--- src/rtl/legv8_pkg.sv ---
// ============================================================================
// Module  : legv8_pkg
// Purpose : Opcode patterns, control encodings, and sequencer state values
//           for the LEGv8 execute/memory control.
// Revision: 1.0  initial release
// ============================================================================
`default_nettype none

package legv8_pkg;

    localparam logic [1:0] c_alusrc_reg   = 2'b00;
    localparam logic [1:0] c_alusrc_sext  = 2'b01;
    localparam logic [1:0] c_alusrc_imm12 = 2'b10;

    localparam logic [1:0] c_aluop_add    = 2'b00;
    localparam logic [1:0] c_aluop_pass   = 2'b01;
    localparam logic [1:0] c_aluop_funct  = 2'b10;

    // Opcode values are compared after masking off the don't-care low bits
    localparam logic [10:0] c_mask_full = 11'h7FF;
    localparam logic [10:0] c_mask_i    = 11'h7FE;
    localparam logic [10:0] c_mask_cb   = 11'h7F8;
    localparam logic [10:0] c_mask_b    = 11'h7E0;

    localparam logic [10:0] c_op_add  = 11'h458;
    localparam logic [10:0] c_op_sub  = 11'h658;
    localparam logic [10:0] c_op_and  = 11'h450;
    localparam logic [10:0] c_op_orr  = 11'h550;
    localparam logic [10:0] c_op_addi = 11'h488;
    localparam logic [10:0] c_op_subi = 11'h688;
    localparam logic [10:0] c_op_ldur = 11'h7C2;
    localparam logic [10:0] c_op_stur = 11'h7C0;
    localparam logic [10:0] c_op_cbz  = 11'h5A0;
    localparam logic [10:0] c_op_cbnz = 11'h5A8;
    localparam logic [10:0] c_op_b    = 11'h0A0;

    localparam logic [2:0] c_st_idle   = 3'd0;
    localparam logic [2:0] c_st_decode = 3'd1;
    localparam logic [2:0] c_st_exec   = 3'd2;
    localparam logic [2:0] c_st_mem    = 3'd3;
    localparam logic [2:0] c_st_wb     = 3'd4;

    typedef struct packed {
        logic [1:0] alusrc;
        logic [1:0] aluop;
        logic       b;
        logic       bz;
        logic       bnz;
        logic       mem_read;
        logic       mem_write;
        logic       mem_to_reg;
        logic       reg_write;
        logic       legal;
    } ctrl_t;

    function automatic logic op_match(input logic [10:0] op,
                                      input logic [10:0] val,
                                      input logic [10:0] mask);
        return (op & mask) == val;
    endfunction

endpackage

`default_nettype wire

--- src/rtl/legv8_decode.sv ---
// ============================================================================
// Module  : legv8_decode
// Purpose : Combinational LEGv8 opcode decoder producing a control bundle
//           and a legal-opcode flag.
// Revision: 1.0  initial release
// ============================================================================
`default_nettype none

module legv8_decode
    import legv8_pkg::*;
(
    input  logic [10:0] opcode,
    output ctrl_t       ctrl
);

    always_comb begin
        ctrl = '0;
        if (op_match(opcode, c_op_add, c_mask_full) || op_match(opcode, c_op_sub, c_mask_full) ||
            op_match(opcode, c_op_and, c_mask_full) || op_match(opcode, c_op_orr, c_mask_full)) begin
            ctrl.alusrc    = c_alusrc_reg;
            ctrl.aluop     = c_aluop_funct;
            ctrl.reg_write = 1'b1;
            ctrl.legal     = 1'b1;
        end else if (op_match(opcode, c_op_addi, c_mask_i) || op_match(opcode, c_op_subi, c_mask_i)) begin
            ctrl.alusrc    = c_alusrc_imm12;
            ctrl.aluop     = c_aluop_funct;
            ctrl.reg_write = 1'b1;
            ctrl.legal     = 1'b1;
        end else if (op_match(opcode, c_op_ldur, c_mask_full)) begin
            ctrl.alusrc     = c_alusrc_sext;
            ctrl.aluop      = c_aluop_add;
            ctrl.mem_read   = 1'b1;
            ctrl.mem_to_reg = 1'b1;
            ctrl.reg_write  = 1'b1;
            ctrl.legal      = 1'b1;
        end else if (op_match(opcode, c_op_stur, c_mask_full)) begin
            ctrl.alusrc    = c_alusrc_sext;
            ctrl.aluop     = c_aluop_add;
            ctrl.mem_write = 1'b1;
            ctrl.legal     = 1'b1;
        end else if (op_match(opcode, c_op_cbz, c_mask_cb)) begin
            ctrl.alusrc = c_alusrc_reg;
            ctrl.aluop  = c_aluop_pass;
            ctrl.bz     = 1'b1;
            ctrl.legal  = 1'b1;
        end else if (op_match(opcode, c_op_cbnz, c_mask_cb)) begin
            ctrl.alusrc = c_alusrc_reg;
            ctrl.aluop  = c_aluop_pass;
            ctrl.bnz    = 1'b1;
            ctrl.legal  = 1'b1;
        end else if (op_match(opcode, c_op_b, c_mask_b)) begin
            ctrl.aluop = c_aluop_pass;
            ctrl.b     = 1'b1;
            ctrl.legal = 1'b1;
        end
    end

endmodule

`default_nettype wire

--- src/rtl/exec_sequencer.sv ---
// ============================================================================
// Module  : exec_sequencer
// Purpose : Multi-cycle IDLE/DECODE/EXEC/MEM/WB control sequencer for the
//           LEGv8 execute/memory datapath with a memory-wait timeout.
// Revision: 1.0  initial release
// ============================================================================
`default_nettype none

module exec_sequencer
    import legv8_pkg::*;
#(
    parameter int EXEC_LATENCY = 1,
    parameter int MEM_TIMEOUT  = 16
) (
    input  logic        clk,
    input  logic        reset,
    input  logic        InstrValid,
    output logic        InstrReady,
    input  logic [31:0] Instruction,
    input  logic        MemReady,
    output logic [1:0]  ALUSrc,
    output logic [1:0]  ALUOp,
    output logic        B,
    output logic        BZ,
    output logic        BNZ,
    output logic        MemRead,
    output logic        MemWrite,
    output logic        MemtoReg,
    output logic        RegWrite,
    output logic        ExecEnable,
    output logic        PCWrite,
    output logic        Busy,
    output logic        IllegalOp,
    output logic        Timeout
);

    localparam int c_exec_w = $clog2(EXEC_LATENCY + 1);
    localparam int c_mem_w  = $clog2(MEM_TIMEOUT + 1);
    localparam logic [c_exec_w-1:0] c_exec_last = c_exec_w'(EXEC_LATENCY);
    localparam logic [c_mem_w-1:0]  c_mem_last  = c_mem_w'(MEM_TIMEOUT);

    logic [2:0]          r_state;
    logic [31:0]         r_instr;
    logic [c_exec_w-1:0] r_exec_cnt;
    logic [c_mem_w-1:0]  r_mem_cnt;
    logic [1:0]          r_alusrc, r_aluop;
    logic                r_b, r_bz, r_bnz, r_mem_read, r_mem_write, r_mem_to_reg;
    logic                r_reg_write, r_exec_en, r_pc_write, r_illegal, r_timeout;
    ctrl_t               w_ctrl;
    logic                w_unused_operands;

    // Decoding the latched word keeps Instruction off every control path
    legv8_decode u_decode (
        .opcode (r_instr[31:21]),
        .ctrl   (w_ctrl)
    );

    assign w_unused_operands = ^r_instr[20:0];

    always_ff @(posedge clk) begin
        if (reset) begin
            r_state      <= c_st_idle;
            r_instr      <= '0;
            r_exec_cnt   <= '0;
            r_mem_cnt    <= '0;
            r_alusrc     <= '0;
            r_aluop      <= '0;
            r_b          <= 1'b0;
            r_bz         <= 1'b0;
            r_bnz        <= 1'b0;
            r_mem_read   <= 1'b0;
            r_mem_write  <= 1'b0;
            r_mem_to_reg <= 1'b0;
            r_reg_write  <= 1'b0;
            r_exec_en    <= 1'b0;
            r_pc_write   <= 1'b0;
            r_illegal    <= 1'b0;
            r_timeout    <= 1'b0;
        end else begin
            r_reg_write <= 1'b0;
            r_exec_en   <= 1'b0;
            r_pc_write  <= 1'b0;
            r_illegal   <= 1'b0;
            r_timeout   <= 1'b0;
            case (r_state)
                c_st_idle: begin
                    if (InstrValid) begin
                        r_instr <= Instruction;
                        r_state <= c_st_decode;
                    end
                end
                c_st_decode: begin
                    if (w_ctrl.legal) begin
                        r_alusrc     <= w_ctrl.alusrc;
                        r_aluop      <= w_ctrl.aluop;
                        r_b          <= w_ctrl.b;
                        r_bz         <= w_ctrl.bz;
                        r_bnz        <= w_ctrl.bnz;
                        r_mem_to_reg <= w_ctrl.mem_to_reg;
                        r_exec_en    <= 1'b1;
                        r_exec_cnt   <= c_exec_w'(1);
                        r_state      <= c_st_exec;
                    end else begin
                        r_illegal  <= 1'b1;
                        r_pc_write <= 1'b1;
                        r_state    <= c_st_idle;
                    end
                end
                c_st_exec: begin
                    if (r_exec_cnt == c_exec_last) begin
                        if (w_ctrl.mem_read || w_ctrl.mem_write) begin
                            r_mem_read  <= w_ctrl.mem_read;
                            r_mem_write <= w_ctrl.mem_write;
                            r_mem_cnt   <= c_mem_w'(1);
                            r_state     <= c_st_mem;
                        end else begin
                            r_reg_write <= w_ctrl.reg_write;
                            r_pc_write  <= 1'b1;
                            r_state     <= c_st_wb;
                        end
                    end else begin
                        r_exec_cnt <= r_exec_cnt + 1'b1;
                    end
                end
                c_st_mem: begin
                    if (MemReady) begin
                        r_mem_read  <= 1'b0;
                        r_mem_write <= 1'b0;
                        r_reg_write <= w_ctrl.reg_write;
                        r_pc_write  <= 1'b1;
                        r_state     <= c_st_wb;
                    end else if (r_mem_cnt == c_mem_last) begin
                        // Abort without retiring so fetch replays the access
                        r_alusrc     <= '0;
                        r_aluop      <= '0;
                        r_b          <= 1'b0;
                        r_bz         <= 1'b0;
                        r_bnz        <= 1'b0;
                        r_mem_read   <= 1'b0;
                        r_mem_write  <= 1'b0;
                        r_mem_to_reg <= 1'b0;
                        r_timeout    <= 1'b1;
                        r_state      <= c_st_idle;
                    end else begin
                        r_mem_cnt <= r_mem_cnt + 1'b1;
                    end
                end
                default: begin
                    r_alusrc     <= '0;
                    r_aluop      <= '0;
                    r_b          <= 1'b0;
                    r_bz         <= 1'b0;
                    r_bnz        <= 1'b0;
                    r_mem_read   <= 1'b0;
                    r_mem_write  <= 1'b0;
                    r_mem_to_reg <= 1'b0;
                    r_state      <= c_st_idle;
                end
            endcase
        end
    end

    assign InstrReady = (r_state == c_st_idle);
    assign Busy       = (r_state != c_st_idle);
    assign ALUSrc     = r_alusrc;
    assign ALUOp      = r_aluop;
    assign B          = r_b;
    assign BZ         = r_bz;
    assign BNZ        = r_bnz;
    assign MemRead    = r_mem_read;
    assign MemWrite   = r_mem_write;
    assign MemtoReg   = r_mem_to_reg;
    assign RegWrite   = r_reg_write;
    assign ExecEnable = r_exec_en;
    assign PCWrite    = r_pc_write;
    assign IllegalOp  = r_illegal;
    assign Timeout    = r_timeout;

endmodule

`default_nettype wire

--- config.mk ---
export PLATFORM = sky130hd
export DESIGN_NAME = exec_sequencer
export DESIGN_NICKNAME = d
export VERILOG_FILES = /design/src/rtl/legv8_pkg.sv /design/src/rtl/legv8_decode.sv /design/src/rtl/exec_sequencer.sv
export SDC_FILE = /design/constraint.sdc
export NUM_CORES = 1
export LEC_CHECK = 0
export BUFFER_PORTS_ARGS = -buffer_cell sky130_fd_sc_hd__buf_2
export CORE_ASPECT_RATIO = 2
export CORE_MARGIN = 3
export CORE_UTILIZATION = 45
export CTS_CLUSTER_DIAMETER = 200
export DETAILED_ROUTE_END_ITERATION = 7
export PLACE_DENSITY = 0.7
export SETUP_SLACK_MARGIN = 0.1
export SYNTH_ARGS = -nofsm -noshare
export SYNTH_HDL_FRONTEND = slang
export SYNTH_HIERARCHICAL = 1
export SYNTH_SLANG_ARGS = --single-unit
export TNS_END_PERCENT = 1
--- constraint.sdc ---
create_clock -name clk -period 4.8 [get_ports clk]
set_input_delay 0.48 -clock clk [delete_from_list [all_inputs] [get_ports clk]]
set_output_delay 0.48 -clock clk [all_outputs]
set_load 0.05 [all_outputs]
==> impl_metrics.csv <==
group,metric,value,unit
die,fp.dieArea,4610,sq um
timing,max_freq,443,MHz
grt,overflow,0,
yosys,syn_avg_cell_area,8.58,sq um
place,gp_congestion,0.782,
cells_and_area,mostFrequentLayoutCells,"39 x nand2_1, 35 x dfxtp_1, 31 x buf_2",
yosys,yosysTopAreaCell,"dfxtp_1",
yosys,ys_seq_area_frac,0.411,
setup_path,reg2reg_slack,2540,ps
die,die_w,49.5,um
setup_path,reg2reg_to,"B",
cells_and_area,areaGrowthSynthToFinish,13.5,%
die,start_util,0.468,
die,num_rows,31,
clock_network,h-tree-depth,2,
setup_path,timing.rr.start,"r_instr[31]",
place,dp_hpwl,2610,um
setup_path,worst-path-max-fanout,19,
min_path,hold_class,"in2reg",
clock_network,cts_buffers,5,
yosys,synth-edff-count,0,
job,max_cap_violations,0,
route,firstDrtPassIters,4,
clock_network,path_clk_slew,70,ps
clock_network,ctsResizeCount,0,
route,via_count,1451,
grt,grt_pass1_vias,1433,
grt,grt_pass1_wl,6360,um
setup_path,required,5000,ps
power_and_ir_drop,leakage,0.749,nW
die,fp.dieH,93.1,um
route,via_per_inst,5.28,
timing,finalHoldViolCount,0,
grt,antenna_found_initial,0,
timing,worst_slack,2540,ps
yosys,synthArstFlopShare,0,
timing,fin_setup_tns,0,ps
grt,grtUsageTotal,0.175,
timing,post-route-period-util,0.470,
yosys,yosysUniqueCellTypes,47,
place,pre_cts_ws,2530,ps
min_path,hold-path-cell-count,3,
setup_path,critPathKind,"reg2reg",
timing,fin_crit,2260,ps
route,routed_wl,3550,um
clock_network,hold_buffers,0,
yosys,syn_area,1710,sq um
timing,max_slew_margin,0.500,
setup_path,crit_arrival,2450,ps
cells_and_area,nNetsFinal,263,
clock_network,clockBufferDepth,2,
place,port_buffers,31,
timing,tightestPinTransition,749,ps
route,avgRoutedWirePerCell,12.9,um
yosys,netlist_top_cells_area,"dfxtp_1 41%, nand2_1 8.6%, a21oi_1 6.2%",
cells_and_area,final_common_cell,"nand2_1",
min_path,hp-start,"Instruction[24]",
route,drcViolationCount,0,
yosys,yosys_warnings,6,
setup_path,worstSetupStartpointType,"flop",
clock_network,post_cts_buffers,0,
grt,grt_start_max_net_pins,27,
route,drt_iter0_drc,15,
timing,skew,5.55,ps
yosys,synthCells,199,
timing,rsz0062_at_grt,"no",
die,ios,53,
timing,setup_viol,0,
clock_network,cts_tree,"built",
clock_network,cts-root-buf,"clkbuf_8",
yosys,ys_dominant_reg_cell,"dfxtp_1",
min_path,min_to,"r_instr[24]",
die,coreArea,3650,sq um
setup_path,reg2regPathDepth,7,
cells_and_area,drive_above_1_share,0.217,
yosys,yosysTopAreaCellShare,0.411,
setup_path,endpoint_kind,"flop",
clock_network,clock_sinks,35,
power_and_ir_drop,ir_drop,186,uV
yosys,synth-seq-cells,35,
clock_network,clock_latency,290,ps
status,outcome,"finished clean",
power_and_ir_drop,power_density,292,nW/um^2
route,ant_nets,0,
cells_and_area,antenna_cells,0,
yosys,synth_fp_nets,237,
timing,slew_viol_final,0,
[state kept, by name (all words and copies together) (netlist names), 2 cells and up]
register / flops
r_mem_cnt: 5
r_state: 3
r_instr: 11
ALUOp: 2
ALUSrc: 2
[metal layers]
metal / GRT usage / vias up / wire length (um)
li1: - / 760 / -
met1: 0.191 / 657 / 1480
met2: 0.304 / 28 / 1850
met3: 0.0383 / 6 / 130
met4: 0.0947 / 0 / 87
met5: 0 / - / 0
[worst max-delay path, cell delays in order, from the launching register on]
cell	delay, ps
dfxtp_1	390
nor4bb_1	300
nand3_1	200
nand4_1	180
inv_1	90
nor3b_4	580
a21oi_1	150
a311oi_1	270
[through the flow]
step	hold slack [ps]	power, mW	cell area [sq um]	std cells	utilization
after floorplan	453	0.354	1710	199	-
after global placement	454	0.367	1850	267	0.508
after detailed placement	462	0.368	1850	267	0.508
after CTS	421	0.573	1940	275	0.531
after global routing	434	0.593	1940	275	0.531
final	426	0.566	1940	275	0.531
[synthesized netlist by cell type (3+ instances only)]
library cell and n:
nor3_1 5, o21bai_1 3, nand3_1 5, nor2b_1 3, a311oi_1 10, clkbuf_1 5, nor2_1 14, dfxtp_1 35
a21oi_1 21, inv_1 10, nand2_1 39
[power by group]
group | internal [mW] | switching [mW]
Clock | 0.0991 | 0.106
Combinational | 0.0198 | 0.0315
Sequential | 0.298 | 0.0119
Total | 0.417 | 0.149
[worst max-delay path by stage]
stage / start / endpoint / slack (ps) / cells past startpoint
6_report: r_instr[31] / B / 2540 / 7
5_1_grt: r_instr[26] / B / 2300 / 7
4_1_cts: r_instr[31] / B / 2520 / 7
3_5_place_dp: r_instr[31] / B / 2530 / 7
3_3_place_gp: r_instr[31] / B / 2610 / 7
2_1_floorplan: r_state[0] / Busy / 2640 / 3
[area by class of cell]
class / instances / area, sq um
flip-flops and latches: 35 / 701
multi-input cells: 142 / 898
fillers: 402 / 1710
well taps: 49 / 61.3
clock inverters: 3 / 15.0
inverters: 10 / 37.5
repair buffers: 31 / 155
clock buffers: 5 / 68.8
[logic make-up (layout without fill, tap and decap cells)]
logic type | Yosys count | in the layout | synth area share
simple gates | 92 | 92 | 0.302
fa+ha+maj | 2 | 2 | 0.0147
compound gates | 46 | 46 | 0.198
flops | 35 | 35 | 0.411
mux | 2 | 2 | 0.0117
buf+inv | 22 | 49 | 0.0630
(Power assumes the default switching activity.)
